==> src/rtl/mem_stage_pkg.sv <==
// Shared types and defaults for the memory stage of the 24-bit pipeline.
// Optional feature: MEM_TIMEOUT_EN (abort a data-memory access after TIMEOUT wait cycles).
package mem_stage_pkg;

    localparam int unsigned DATA_W_DEFAULT  = 24;
    localparam int unsigned ADDR_W_DEFAULT  = 10;
    localparam int unsigned TIMEOUT_DEFAULT = 16;

    typedef enum logic [0:0] {
        IDLE,
        WAIT
    } mem_state_t;

    // Control bits carried from M into W.
    typedef struct packed {
        logic pcsrc;
        logic regwrite;
        logic memtoreg;
    } mw_ctrl_t;

    function automatic logic is_mem_op(input logic memtoreg, input logic memwrite);
        return memtoreg | memwrite;
    endfunction

endpackage

==> src/rtl/memory_stage_if.sv <==
// Data-memory req/ack port between the memory stage (master) and data memory (slave).
interface memory_stage_if #(
    parameter int unsigned N      = 24,
    parameter int unsigned ADDR_W = 10
) ();

    logic              DMemReq;
    logic              DMemWe;
    logic [ADDR_W-1:0] DMemAddr;
    logic [N-1:0]      DMemWData;
    logic              DMemAck;
    logic [N-1:0]      DMemRData;

    modport master (
        output DMemReq,
        output DMemWe,
        output DMemAddr,
        output DMemWData,
        input  DMemAck,
        input  DMemRData
    );

    modport slave (
        input  DMemReq,
        input  DMemWe,
        input  DMemAddr,
        input  DMemWData,
        output DMemAck,
        output DMemRData
    );

endinterface

==> src/rtl/register_MW.sv <==
// M/W pipeline register. Loads every cycle; a bubble clears the control bits and the error flag
// so a stalled instruction never writes back early.
module register_MW
    import mem_stage_pkg::*;
#(
    parameter int unsigned N = DATA_W_DEFAULT
) (
    input  logic     clk_i,
    input  logic     rst_ni,
    input  logic     bubble_i,
    input  mw_ctrl_t ctrl_i,
    input  logic [N-1:0] read_data_i,
    input  logic [N-1:0] alu_out_i,
    input  logic [3:0]   wa3_i,
    input  logic         mem_err_i,
    output mw_ctrl_t     ctrl_o,
    output logic [N-1:0] read_data_o,
    output logic [N-1:0] alu_out_o,
    output logic [3:0]   wa3_o,
    output logic         mem_err_o
);

    mw_ctrl_t     ctrl_q;
    logic [N-1:0] read_data_q;
    logic [N-1:0] alu_out_q;
    logic [3:0]   wa3_q;
    logic         mem_err_q;

    // Pipeline register with bubble insertion.
    always_ff @(posedge clk_i or negedge rst_ni) begin
        if (!rst_ni) begin
            ctrl_q      <= '0;
            read_data_q <= '0;
            alu_out_q   <= '0;
            wa3_q       <= '0;
            mem_err_q   <= 1'b0;
        end else begin
            ctrl_q      <= bubble_i ? '0 : ctrl_i;
            read_data_q <= bubble_i ? '0 : read_data_i;
            alu_out_q   <= alu_out_i;
            wa3_q       <= wa3_i;
            mem_err_q   <= bubble_i ? 1'b0 : mem_err_i;
        end
    end

    assign ctrl_o      = ctrl_q;
    assign read_data_o = read_data_q;
    assign alu_out_o   = alu_out_q;
    assign wa3_o       = wa3_q;
    assign mem_err_o   = mem_err_q;

endmodule

==> src/rtl/memory_stage.sv <==
// Memory stage: runs loads/stores over a req/ack data-memory port, stalls upstream while an
// access is pending and feeds the M/W register. Optional MEM_TIMEOUT_EN aborts an access that
// has waited TIMEOUT cycles without ack and flags it through MemErrW.
module memory_stage
    import mem_stage_pkg::*;
#(
    parameter int unsigned N       = DATA_W_DEFAULT,
    parameter int unsigned ADDR_W  = ADDR_W_DEFAULT,
    parameter int unsigned TIMEOUT = TIMEOUT_DEFAULT
) (
    input  logic         clk,
    input  logic         rst,
    input  logic         PCSrcM,
    input  logic         RegWriteM,
    input  logic         MemtoRegM,
    input  logic         MemWriteM,
    input  logic [N-1:0] ALUResultM,
    input  logic [N-1:0] WriteDataM,
    input  logic [3:0]   WA3M,
    output logic [N-1:0] ALUResultMFB,
    output logic         StallM,
    memory_stage_if.master dmem,
    output logic         PCSrcW,
    output logic         RegWriteW,
    output logic         MemtoRegW,
    output logic [N-1:0] ReadDataW,
    output logic [N-1:0] ALUOutW,
    output logic [3:0]   WA3W,
    output logic         MemErrW
);

    mem_state_t state_q, state_d;

    // Request latches: hold the access stable while waiting for ack.
    logic [ADDR_W-1:0] addr_q;
    logic [N-1:0]      wdata_q;
    logic              we_q;
    logic [N-1:0]      alu_q;
    logic [3:0]        wa3_q;
    mw_ctrl_t          ctrl_q;
    logic              latch_en;

    logic              mem_op;
    logic              req;
    logic              timeout_hit;

    // M/W register inputs.
    logic              mw_bubble;
    mw_ctrl_t          mw_ctrl;
    mw_ctrl_t          ctrl_w;
    logic [N-1:0]      mw_rdata;
    logic [N-1:0]      mw_alu;
    logic [3:0]        mw_wa3;
    logic              mw_err;

    assign mem_op       = is_mem_op(MemtoRegM, MemWriteM);
    assign ALUResultMFB = ALUResultM;

`ifdef MEM_TIMEOUT_EN
    localparam int unsigned CntW = $clog2(TIMEOUT + 1);
    logic [CntW-1:0] cnt_q;

    // Wait-cycle counter; cleared whenever the FSM is not waiting or the access completes.
    always_ff @(posedge clk or negedge rst) begin
        if (!rst) begin
            cnt_q <= '0;
        end else if (state_q == WAIT && !dmem.DMemAck && !timeout_hit) begin
            cnt_q <= cnt_q + 1'b1;
        end else begin
            cnt_q <= '0;
        end
    end

    assign timeout_hit = (state_q == WAIT) && (cnt_q == CntW'(TIMEOUT));
`else
    logic unused_timeout;
    assign unused_timeout = ^TIMEOUT;
    assign timeout_hit    = 1'b0;
`endif

    // FSM state register.
    always_ff @(posedge clk or negedge rst) begin
        if (!rst) begin
            state_q <= IDLE;
        end else begin
            state_q <= state_d;
        end
    end

    // Request latches, captured when a new access has to wait.
    always_ff @(posedge clk or negedge rst) begin
        if (!rst) begin
            addr_q  <= '0;
            wdata_q <= '0;
            we_q    <= 1'b0;
            alu_q   <= '0;
            wa3_q   <= '0;
            ctrl_q  <= '0;
        end else if (latch_en) begin
            addr_q  <= ALUResultM[ADDR_W-1:0];
            wdata_q <= WriteDataM;
            we_q    <= MemWriteM;
            alu_q   <= ALUResultM;
            wa3_q   <= WA3M;
            ctrl_q  <= '{pcsrc: PCSrcM, regwrite: RegWriteM, memtoreg: MemtoRegM};
        end
    end

    // Next state, memory port drive and M/W register inputs.
    always_comb begin
        state_d        = state_q;
        req            = 1'b0;
        latch_en       = 1'b0;
        dmem.DMemWe    = MemWriteM;
        dmem.DMemAddr  = ALUResultM[ADDR_W-1:0];
        dmem.DMemWData = WriteDataM;
        mw_bubble      = 1'b0;
        mw_ctrl        = '{pcsrc: PCSrcM, regwrite: RegWriteM, memtoreg: MemtoRegM};
        mw_rdata       = '0;
        mw_alu         = ALUResultM;
        mw_wa3         = WA3M;
        mw_err         = 1'b0;

        unique case (state_q)
            IDLE: begin
                if (mem_op) begin
                    req = 1'b1;
                    if (dmem.DMemAck) begin
                        mw_rdata = MemtoRegM ? dmem.DMemRData : '0;
                    end else begin
                        latch_en  = 1'b1;
                        mw_bubble = 1'b1;
                        state_d   = WAIT;
                    end
                end
            end
            WAIT: begin
                req            = 1'b1;
                dmem.DMemWe    = we_q;
                dmem.DMemAddr  = addr_q;
                dmem.DMemWData = wdata_q;
                mw_ctrl        = ctrl_q;
                mw_alu         = alu_q;
                mw_wa3         = wa3_q;
                if (dmem.DMemAck) begin
                    // An ack on the timeout cycle still completes normally.
                    mw_rdata = ctrl_q.memtoreg ? dmem.DMemRData : '0;
                    state_d  = IDLE;
                end else if (timeout_hit) begin
                    req     = 1'b0;
                    mw_ctrl = '0;
                    mw_err  = 1'b1;
                    state_d = IDLE;
                end else begin
                    mw_bubble = 1'b1;
                end
            end
            default: begin
                state_d = IDLE;
            end
        endcase
    end

    // Reset drops the request immediately, even before the state register clears.
    assign dmem.DMemReq = req & rst;
    assign StallM       = dmem.DMemReq & ~dmem.DMemAck;

    register_MW #(
        .N (N)
    ) u_register_mw (
        .clk_i       (clk),
        .rst_ni      (rst),
        .bubble_i    (mw_bubble),
        .ctrl_i      (mw_ctrl),
        .read_data_i (mw_rdata),
        .alu_out_i   (mw_alu),
        .wa3_i       (mw_wa3),
        .mem_err_i   (mw_err),
        .ctrl_o      (ctrl_w),
        .read_data_o (ReadDataW),
        .alu_out_o   (ALUOutW),
        .wa3_o       (WA3W),
        .mem_err_o   (MemErrW)
    );

    assign PCSrcW    = ctrl_w.pcsrc;
    assign RegWriteW = ctrl_w.regwrite;
    assign MemtoRegW = ctrl_w.memtoreg;

endmodule
==> src/flat_wrapper.sv <==
// flat-port wrapper written by rule: the top's interface ports become plain ports
module memory_stage_flat import mem_stage_pkg::*;
#(
    parameter int unsigned N       = DATA_W_DEFAULT,
    parameter int unsigned ADDR_W  = ADDR_W_DEFAULT,
    parameter int unsigned TIMEOUT = TIMEOUT_DEFAULT
)
  (clk, rst, PCSrcM, RegWriteM, MemtoRegM, MemWriteM, ALUResultM, WriteDataM, WA3M, ALUResultMFB, StallM, PCSrcW, RegWriteW, MemtoRegW, ReadDataW, ALUOutW, WA3W, MemErrW, dmem_DMemReq, dmem_DMemWe, dmem_DMemAddr, dmem_DMemWData, dmem_DMemAck, dmem_DMemRData);
  memory_stage_if #(.N(N), .ADDR_W(ADDR_W)) dmem_i ();
  input  logic clk;
  input  logic rst;
  input  logic PCSrcM;
  input  logic RegWriteM;
  input  logic MemtoRegM;
  input  logic MemWriteM;
  input  logic [N-1:0] ALUResultM;
  input  logic [N-1:0] WriteDataM;
  input  logic [3:0] WA3M;
  output logic [N-1:0] ALUResultMFB;
  output logic StallM;
  output logic PCSrcW;
  output logic RegWriteW;
  output logic MemtoRegW;
  output logic [N-1:0] ReadDataW;
  output logic [N-1:0] ALUOutW;
  output logic [3:0] WA3W;
  output logic MemErrW;
  output wire logic [$bits(dmem_i.DMemReq)-1:0] dmem_DMemReq;
  output wire logic [$bits(dmem_i.DMemWe)-1:0] dmem_DMemWe;
  output wire logic [$bits(dmem_i.DMemAddr)-1:0] dmem_DMemAddr;
  output wire logic [$bits(dmem_i.DMemWData)-1:0] dmem_DMemWData;
  input wire logic [$bits(dmem_i.DMemAck)-1:0] dmem_DMemAck;
  input wire logic [$bits(dmem_i.DMemRData)-1:0] dmem_DMemRData;
  assign dmem_DMemReq = dmem_i.DMemReq;
  assign dmem_DMemWe = dmem_i.DMemWe;
  assign dmem_DMemAddr = dmem_i.DMemAddr;
  assign dmem_DMemWData = dmem_i.DMemWData;
  assign dmem_i.DMemAck = dmem_DMemAck;
  assign dmem_i.DMemRData = dmem_DMemRData;
  memory_stage #(.N(N), .ADDR_W(ADDR_W), .TIMEOUT(TIMEOUT)) u_core (.clk(clk), .rst(rst), .PCSrcM(PCSrcM), .RegWriteM(RegWriteM), .MemtoRegM(MemtoRegM), .MemWriteM(MemWriteM), .ALUResultM(ALUResultM), .WriteDataM(WriteDataM), .WA3M(WA3M), .ALUResultMFB(ALUResultMFB), .StallM(StallM), .dmem(dmem_i), .PCSrcW(PCSrcW), .RegWriteW(RegWriteW), .MemtoRegW(MemtoRegW), .ReadDataW(ReadDataW), .ALUOutW(ALUOutW), .WA3W(WA3W), .MemErrW(MemErrW));
endmodule
==> config.mk <==
export PLATFORM = sky130hd
export DESIGN_NAME = memory_stage_flat
export DESIGN_NICKNAME = d
export VERILOG_FILES = /design/src/rtl/mem_stage_pkg.sv /design/src/rtl/memory_stage_if.sv /design/src/rtl/register_MW.sv /design/src/rtl/memory_stage.sv /design/src/flat_wrapper.sv
export SDC_FILE = /design/constraint.sdc
export NUM_CORES = 1
export LEC_CHECK = 0
export BUFFER_PORTS_ARGS = -buffer_cell sky130_fd_sc_hd__clkbuf_2
export CAP_MARGIN = 10
export CORE_ASPECT_RATIO = 1.25
export CORE_MARGIN = 2
export CORE_UTILIZATION = 49
export CTS_CLUSTER_DIAMETER = 100
export DETAILED_ROUTE_END_ITERATION = 10
export PLACE_DENSITY = 0.8
export SLEW_MARGIN = 20
export SYNTH_ARGS = -nofsm -noshare
export SYNTH_HDL_FRONTEND = slang
export SYNTH_HIERARCHICAL = 1
export SYNTH_SLANG_ARGS = --single-unit
==> constraint.sdc <==
create_clock -name clk -period 2.01 [get_ports clk]
set_clock_uncertainty 0.15 [all_clocks]
set_input_delay 0.402 -clock clk [delete_from_list [all_inputs] [get_ports clk]]
set_output_delay 0.402 -clock clk [all_outputs]
set_load 0.005 [all_outputs]
==> impl_metrics.toml, run 1 <==
[sta]
maxSlewViolCount = 0
maxSlewHeadroom = 0.622
rsz0062_at_grt = "yes"
tns_ns = -1.56
hold_violations = 0
layout_worst_path_cycle_share = 1.04
worst_slew_pin_slew_ns = 0.567
clock.fmax_mhz = 481
period_minus_slack_ns = 2.08
setup_ws_ns = -0.0704
setup_violations = 35

[grt]
grt_max_degree = 109
top_usage_layer = "met2"
antenna_found_initial = 0
use_met1 = 0.228
use_met2 = 0.328
grt_pass1_vias = 3430
grt.met3_usage = 0.0576
grt.total_usage = 0.193
overflow = 0
grt_pass1_wl_mm = 16.6

[die]
die_area_um2 = 11200
start_util = 0.504
fp.coreArea_um2 = 10100
placementRows = 41
die_y_um = 118
die_w_um = 95.2
io-pin-count = 200

[place]
placed_area_um2 = 5960
place.port_buffers = 199
gp_congestion = 0.731
dp.cells = 623
hpwl_mm = 6.95
dpl_worst_slack_ns = 0.228

[clocking]
cts_buffer_depth = 2
cts.sinks = 113
path_clk_slew_ns = 0.05
cts_tree = "yes"
clock_latency_ns = 0.39
cts_max_level = 4
cts-root-buf = "clkbuf_16"
cts-buffers-inserted = 17

[synthesis]
synth_ff_type = "dfrtp_1"
yosysSeqAreaShare = 0.555
syn-instance-count = 338
syn_nets = 421
synth_enable_flop_cells = 0
syn_area_um2 = 5100
syn_area_per_cell_um2 = 15.1
yosys_warnings = 6
async_reset_ff_frac = 1.00
yosysUniqueCellTypes = 19
ys_ff_latch = 113

[pwr]
combPwrFrac = 0.176
p_leak_nw = 3.53
ir_drop_mv = 0.566
total_power_w = 0.00671
power.share.clock = 0.414
pwr_density_cell_nw_per_um2 = 995
p_sw_frac = 0.229
p_switching_w = 0.00154
power_frac_seq = 0.409
p_int_w = 0.00518

[setup_path]
arrival_ns = 1.53
reg2reg_setup_slack_ns = 0.08
required_ns = 1.46
critPathKind = "reg2out"
worstSetupStartpointType = "register"
cp_max_fo = 9
cp-end-kind = "primary output"

[route]
route.detailed.wl_per_inst_um = 15.6
ant_nets = 0
via_per_inst = 4.78
route.detailed.drc = 0
drt_iter0_drc = 91
first_pass_iters = 4
vias = 3201
finalWirelength_mm = 10.4

[layout]
stdcell_area_um2 = 6740
final_cell_mix = "clkbuf_2 (197), dfrtp_1 (112), mux2_2 (59)"
fin_cells = 669
diodes = 0
syn_to_final_growth_pct = 32.3
drive_above_1_share = 0.693
fill_cells = 735
layout.nets = 612
final_common_cell = "clkbuf_2"

[hold_path]
hold_path_class = "in2reg"

[status]
status = "complete, but fails checks"
violations = "setup timing"

[job]
maxCapViolCount = 0
path summary, 6_finish.rpt:
check	start	end	cells past startpoint
setup / recovery	u_core/state_q$_DFF_PN0_	dmem_DMemWData[18]	4
hold / removal	WriteDataM[17]	u_core/wdata_q[17]$_DFFE_PN0P_	2
setup reg to reg	u_core/state_q$_DFF_PN0_	u_core/wdata_q[11]$_DFFE_PN0P_	6
hold reg to reg	u_core/wa3_q[1]$_DFFE_PN0P_	u_core/u_register_mw/wa3_o[1]$_DFF_PN0_	1
max in group asynchronous	rst	u_core/wa3_q[0]$_DFFE_PN0P_	4
min in group asynchronous	rst	u_core/u_register_mw/read_data_o[0]$_DFF_PN0_	3
area by class of cell:
cell class | instances | area [µm²] | share of cell area
repair buffers | 224 | 1330 | 0.197
clock inverters | 5 | 52.6 | 0.00779
flip-flops and latches | 113 | 2830 | 0.420
well taps | 129 | 161 | 0.0239
clock buffers | 25 | 505 | 0.0750
multi-input cells | 173 | 1870 | 0.277
cell usage after synthesis (2+ instances only):
cell type	count	area, µm²
and3_1	24	150
buf_2	6	30.0
a22o_1	2	17.5
buf_6	3	33.8
buf_4	34	255
clkbuf_1	4	15.0
nor2b_1	21	131
mux2_2	60	676
buf_12	5	100
mux2_4	50	751
and2b_2	8	70.1
dfrtp_1	113	2830
nand2_1	2	7.51
per-stage QoR:
| step | util | hold WS [ns] |
|---|---|---|
| final | 0.667 | 0.104 |
| after global routing | 0.667 | 0.0885 |
| after CTS | 0.658 | 0.0861 |
| after detailed placement | 0.590 | 0.0863 |
| after global placement | 0.590 | 0.0850 |
| after floorplan | - | -0.0436 |
kinds of logic (layout without fill, tap and decap cells):
group           Yosys count  count (layout)  synth area share
flops                   113             113             0.555
compound gates            3               3           0.00491
buf+inv                  52             254            0.0852
simple gates             59              59            0.0746
mux                     110             110             0.280
other cells               1               1          0.000736
routing by layer:
| layer | part of all wire | vias to the layer above | wire length [µm] |
|---|---|---|---|
| met5 | 0 | - | 0 |
| met4 | 0.015 | 0 | 159 |
| met3 | 0.051 | 14 | 530 |
| met2 | 0.53 | 101 | 5520 |
| met1 | 0.41 | 1580 | 4230 |
| li1 | - | 1506 | - |
power groups by stage:
stage                     Sequential [W]  Combinational [W]  Clock [W]
after CTS                        0.00274            0.00118    0.00283
after floorplan                  0.00275           0.000737          0
final                            0.00275            0.00118    0.00278
after detailed placement         0.00277            0.00113          0
after global routing             0.00278            0.00129    0.00297
after global placement           0.00276            0.00109          0
flip-flops by register name, indices dropped and copies added (netlist names):
| name | flops |
|---|---|
| u_core/alu_q | 15 |
| u_core/we_q | 1 |
| u_core/addr_q | 9 |
| u_core/u_register_mw/mem_err_o | 1 |
| u_core/u_register_mw/wa3_o | 4 |
| u_core/state_q | 1 |
| u_core/wdata_q | 24 |
| u_core/wa3_q | 4 |
| u_core/u_register_mw/alu_out_o | 24 |
| u_core/u_register_mw/ctrl_o | 3 |
| u_core/u_register_mw/read_data_o | 24 |
| u_core/ctrl_q | 3 |
critical path, cell delays in order, from the launching register on:
cell,delay (ns)
dfrtp_2,0.43
buf_4,0.15
buf_8,0.13
mux2_4,0.30
buf_6,0.12
timing repair:
item,in CTS,in global routing
buffers inserted,5,8
hold buffers,1,0
pin swaps,0,1
cloned,2,1
hold endpoints to repair,5,0
gates resized for setup,6,10
endpoints found under the setup margin,36,53
Note: power is estimated with default switching activity, not from simulation.
==> run 2, diff against run 1 <==
- SKIP_LAST_GASP: unset -> 1
==> run 2 against run 1 <==
The flow still finishes with violations (setup timing); core utilization is 0.12 points higher; maximum frequency hardly changed; combinational power hardly changed; die area stayed put; clock-buffer cell count stayed put; sequential share of layout area is 0.078 points lower; critical path depth stayed put; largest cell class unchanged; largest power group unchanged.
==> impl_metrics.toml, run 2 (synthesis gave the netlist of run 1 again) <==
[die]
die_y_um = 118
placementRows = 41
fp.coreArea_um2 = 10100
io-pin-count = 200
start_util = 0.504
die_w_um = 95.2
die_area_um2 = 11200

[layout]
drive_above_1_share = 0.692
final_cell_mix = "clkbuf_2 (197), dfrtp_1 (112), mux2_2 (59)"
final_common_cell = "clkbuf_2"
diodes = 0
syn_to_final_growth_pct = 32.5
fin_cells = 671
layout.nets = 614

[grt]
grt_max_degree = 109
overflow = 0
grt_pass1_wl_mm = 16.6
grt_pass1_vias = 3431
antenna_found_initial = 0
grt.total_usage = 0.194

[route]
via_per_inst = 4.78
drt_iter0_drc = 87
finalWirelength_mm = 10.5
ant_nets = 0
route.detailed.drc = 0
first_pass_iters = 4
route.detailed.wl_per_inst_um = 15.6
vias = 3209

[sta]
maxSlewHeadroom = 0.628
rsz0062_at_grt = "yes"
hold_ws_ns = 0.105
maxSlewViolCount = 0
layout_worst_path_cycle_share = 1.04
setup_ws_ns = -0.0714
period_minus_slack_ns = 2.08
worst_slew_pin_slew_ns = 0.558
clock.fmax_mhz = 480
hold_violations = 0
setup_violations = 36

[setup_path]
cp-end-kind = "primary output"
required_ns = 1.46
r2r_start = "u_core/state_q$_DFF_PN0_"
reg2reg_setup_slack_ns = 0.09
arrival_ns = 1.53
critPathKind = "reg2out"
setup.worst_path.start = "u_core/state_q$_DFF_PN0_"
worstSetupStartpointType = "register"
cp_max_fo = 9

[status]
status = "complete, but fails checks"
violations = "setup timing"

[clocking]
cts_buffer_depth = 2
cts.sinks = 113
clock_latency_ns = 0.39
cts_tree = "yes"
path_clk_slew_ns = 0.05
cts-buffers-inserted = 17
cts-root-buf = "clkbuf_16"
cts_max_level = 4

[place]
gp_congestion = 0.731
hpwl_mm = 6.95
place.port_buffers = 199
dp.cells = 623

[pwr]
p_leak_nw = 3.53
ir_drop_mv = 0.566
pwr_density_cell_nw_per_um2 = 994

[hold_path]
hold_path_class = "in2reg"
hold_path.startpoint = "WriteDataM[17]"

[job]
maxCapViolCount = 0
[run 2: cell types whose count changed in the layout (fill, tap and decap cells not counted)]
cell and change:
and2_4 -1, buf_4 +2, and2_1 +1
[run 2: power breakdown]
part           internal, W  switching (W)  leakage, nW  total (W)
logic             0.000740       0.000447         1.88    0.00119
registers          0.00260       0.000149         1.38    0.00275
clock network      0.00184       0.000939        0.275    0.00278
[run 2: stage by stage]
| step | instance area, µm² | total power [W] | utilization | TNS [ns] | worst slack, ns |
|---|---|---|---|---|---|
| after floorplan | 5100 | 0.00348 | - | 0 | 0.181 |
| after global placement | 5960 | 0.00385 | 0.590 | 0 | 0.258 |
| after detailed placement | 5960 | 0.00390 | 0.590 | 0 | 0.228 |
| after CTS | 6650 | 0.00675 | 0.658 | -3.14 | -0.105 |
| after global routing | 6760 | 0.00704 | 0.668 | -4.01 | -0.139 |
| final | 6760 | 0.00671 | 0.668 | -1.65 | -0.0714 |
[run 2: timing repair]
item | CTS | global route
endpoints found under the hold margin | 5 | 0
setup buffers | 5 | 10
gates resized for setup | 5 | 10
hold buffers | 1 | 0
setup endpoints to repair | 36 | 87
cloned | 2 | 1
[run 2: final cells by class]
class | instances | area, µm²
fill | 736 | 3350
clock inverter | 5 | 52.6
timing repair buffer | 226 | 1340
sequential | 113 | 2830
clock buffer | 25 | 505
multi-input combinational | 173 | 1870
tap | 129 | 161
[run 2: final timing paths]
path | endpoint | depth (start not counted)
min in group asynchronous | u_core/u_register_mw/read_data_o[0]$_DFF_PN0_ | 3
max in group asynchronous | u_core/u_register_mw/alu_out_o[8]$_DFF_PN0_ | 4
setup reg to reg | u_core/wdata_q[11]$_DFFE_PN0P_ | 6
hold / removal | u_core/wdata_q[17]$_DFFE_PN0P_ | 2
setup / recovery | dmem_DMemWData[18] | 4
hold reg to reg | u_core/u_register_mw/wa3_o[1]$_DFF_PN0_ | 1
[run 2: critical path, cell delays in order, from the launching register on]
cell,delay [ns]
dfrtp_2,0.43
buf_4,0.15
buf_8,0.13
mux2_4,0.30
buf_6,0.12
[run 2: metal layers]
layer  vias up  wire length (µm)  global-route usage
met1      1576              4240               0.228
met5         -                 0                   0
met2       108              5540               0.328
met4         0               142              0.0716
met3        11               541              0.0576
li1       1514                 -                   -
==> run 3, diff against run 2 <==
==> constraint.sdc (replaced) <==
create_clock -name clk -period 2.01 [get_ports clk]
set_clock_uncertainty 0.15 [all_clocks]
set_input_delay 0.603 -clock clk [delete_from_list [all_inputs] [get_ports clk]]
set_output_delay 0.603 -clock clk [all_outputs]
set_load 0.005 [all_outputs]
==> run 3 against run 2 <==
The flow still finishes with violations (setup timing); worst hold slack improved by 0.024 ns; design area fell by 1.1%; clock power rose by 16%; final cell count fell by 1.5%; critical path type unchanged.
==> impl_metrics.toml, run 3 (synthesis gave the netlist of run 1 again) <==
[die]
start_util = 0.504
die_w_um = 95.2
die_y_um = 118
placementRows = 41
die_area_um2 = 11200
fp.coreArea_um2 = 10100
io-pin-count = 200

[route]
route.detailed.drc = 0
finalWirelength_mm = 10.4
via_per_inst = 4.84
first_pass_iters = 4
route.detailed.wl_per_inst_um = 15.7
vias = 3198
drt_iter0_drc = 89
ant_nets = 0

[setup_path]
cp_num_buf_inv = 2
setup.worst_path.start = "u_core/state_q$_DFF_PN0_"
path_depth = 3
r2r_start = "u_core/state_q$_DFF_PN0_"
endpoint = "dmem_DMemAddr[1]"
reg2reg_setup_slack_ns = 0.19
crit_chain = "buf_12, mux2_2, clkbuf_2"
critPathSlowestCell = "dfrtp_2"
cp-end-kind = "primary output"
arrival_ns = 1.52
required_ns = 1.26
rr_worst_depth = 5
cp_max_fo = 27
rr_endpoint = "u_core/wdata_q[2]$_DFFE_PN0P_"
cp_top_family = "flip-flops"
max_stage_delay_ns = 0.41
worstSetupStartpointType = "register"
critPathKind = "reg2out"

[status]
violations = "setup timing"
status = "complete, but fails checks"

[place]
dp.cells = 627
place.port_buffers = 199
placed_area_um2 = 6010
hpwl_mm = 7.06
gp_congestion = 0.782

[grt]
grt_pass1_vias = 3422
antenna_found_initial = 0
grt.total_usage = 0.192
grt_max_degree = 114
overflow = 0
grt_pass1_wl_mm = 16.4

[layout]
diodes = 0
syn_to_final_growth_pct = 31.0
fill_cells = 742
layout.nets = 602
utilization = 0.661
multiInputGateArea_um2 = 1860
drive_above_1_share = 0.688
ff_latch_area_um2 = 2830
final_cell_mix = "clkbuf_2 (198), dfrtp_1 (112), mux2_2 (60)"
fin_cells = 661
stdcell_area_um2 = 6680
final_common_cell = "clkbuf_2"

[clocking]
path_clk_slew_ns = 0.05
cts_buffer_depth = 2
cts-root-buf = "clkbuf_16"
cts_hold_buf = 0
cts.sinks = 113
cts_tree = "yes"
cts_max_level = 4
cts-buffers-inserted = 17
clock_latency_ns = 0.40

[pwr]
ir_drop_mv = 0.523
p_leak_nw = 3.49
pwr_density_cell_nw_per_um2 = 1070
power.share.clock = 0.454
power_frac_seq = 0.386
p_sw_frac = 0.219
combPwrFrac = 0.160
p_switching_w = 0.00156
p_int_w = 0.00556

[sta]
maxSlewViolCount = 0
setup_ws_ns = -0.264
hold_violations = 0
layout_worst_path_cycle_share = 1.13
period_minus_slack_ns = 2.27
setup_violations = 37
maxSlewHeadroom = 0.594
rsz0062_at_grt = "yes"
clock.fmax_mhz = 440
worst_slew_pin_slew_ns = 0.609

[job]
maxCapViolCount = 0

[hold_path]
hold_path_class = "in2async"
[run 3: cell count changes in the layout (fill, tap and decap cells not counted), moves of 3 or more]
| cell | delta |
|---|---|
| buf_4 | -5 |
| buf_6 | -4 |
| bufinv_16 | +4 |
| clkbuf_8 | -3 |
[run 3: power by group through the flow]
stage                     logic, W  clock network, W  registers [W]
after floorplan           0.000737                 0        0.00275
after global routing       0.00123           0.00341        0.00278
after global placement     0.00111                 0        0.00276
after CTS                  0.00115           0.00329        0.00274
final                      0.00114           0.00323        0.00274
after detailed placement   0.00114                 0        0.00277
[run 3: layout make-up]
type                            count  share of cell area
Multi-Input combinational cell    173               0.278
Timing Repair Buffer              214               0.178
Clock buffer                       22              0.0695
Sequential cell                   113               0.424
Tap cell                          129              0.0242
Clock inverter                     10              0.0272
[run 3: how the worst min path moves through the flow]
stage / from / endpoint / slack, ns / cells past startpoint
2_1_floorplan: rst / u_core/addr_q[0]$_DFFE_PN0P_ / 0.16 / 0
3_3_place_gp: u_core/ctrl_q[0]$_DFFE_PN0P_ / u_core/ctrl_q[0]$_DFFE_PN0P_ / 0.34 / 1
3_5_place_dp: u_core/ctrl_q[0]$_DFFE_PN0P_ / u_core/ctrl_q[0]$_DFFE_PN0P_ / 0.33 / 1
4_1_cts: rst / u_core/wdata_q[5]$_DFFE_PN0P_ / 0.19 / 2
5_1_grt: rst / u_core/ctrl_q[2]$_DFFE_PN0P_ / 0.21 / 2
6_report: rst / u_core/wdata_q[5]$_DFFE_PN0P_ / 0.13 / 2
[run 3: repair_timing]
| action | 4_1_cts | 5_1_grt |
|---|---|---|
| hold endpoints to repair | 0 | 0 |
| pin swaps | 1 | 0 |
| resized for setup | 2 | 0 |
| buffers inserted | 2 | 0 |
| endpoints found under the setup margin | 37 | 37 |
[run 3: through the flow]
step	hold WS [ns]	power (W)	setup WS [ns]	TNS, ns
6_report	0.129	0.00711	-0.264	-8.52
5_1_grt	0.210	0.00742	-0.330	-10.89
4_1_cts	0.193	0.00719	-0.283	-9.12
3_5_place_dp	0.334	0.00391	-0.0587	-0.0587
3_3_place_gp	0.335	0.00387	-0.0122	-0.0122
2_1_floorplan	0.157	0.00348	-0.0200	-0.200
[run 3: metal layers]
layer | track usage | vias up | wire length [µm]
met1 | 0.219 | 1586 | 4020
met5 | 0 | - | 0
li1 | - | 1488 | -
met4 | 0.0679 | 0 | 158
met2 | 0.325 | 111 | 5530
met3 | 0.0698 | 13 | 663
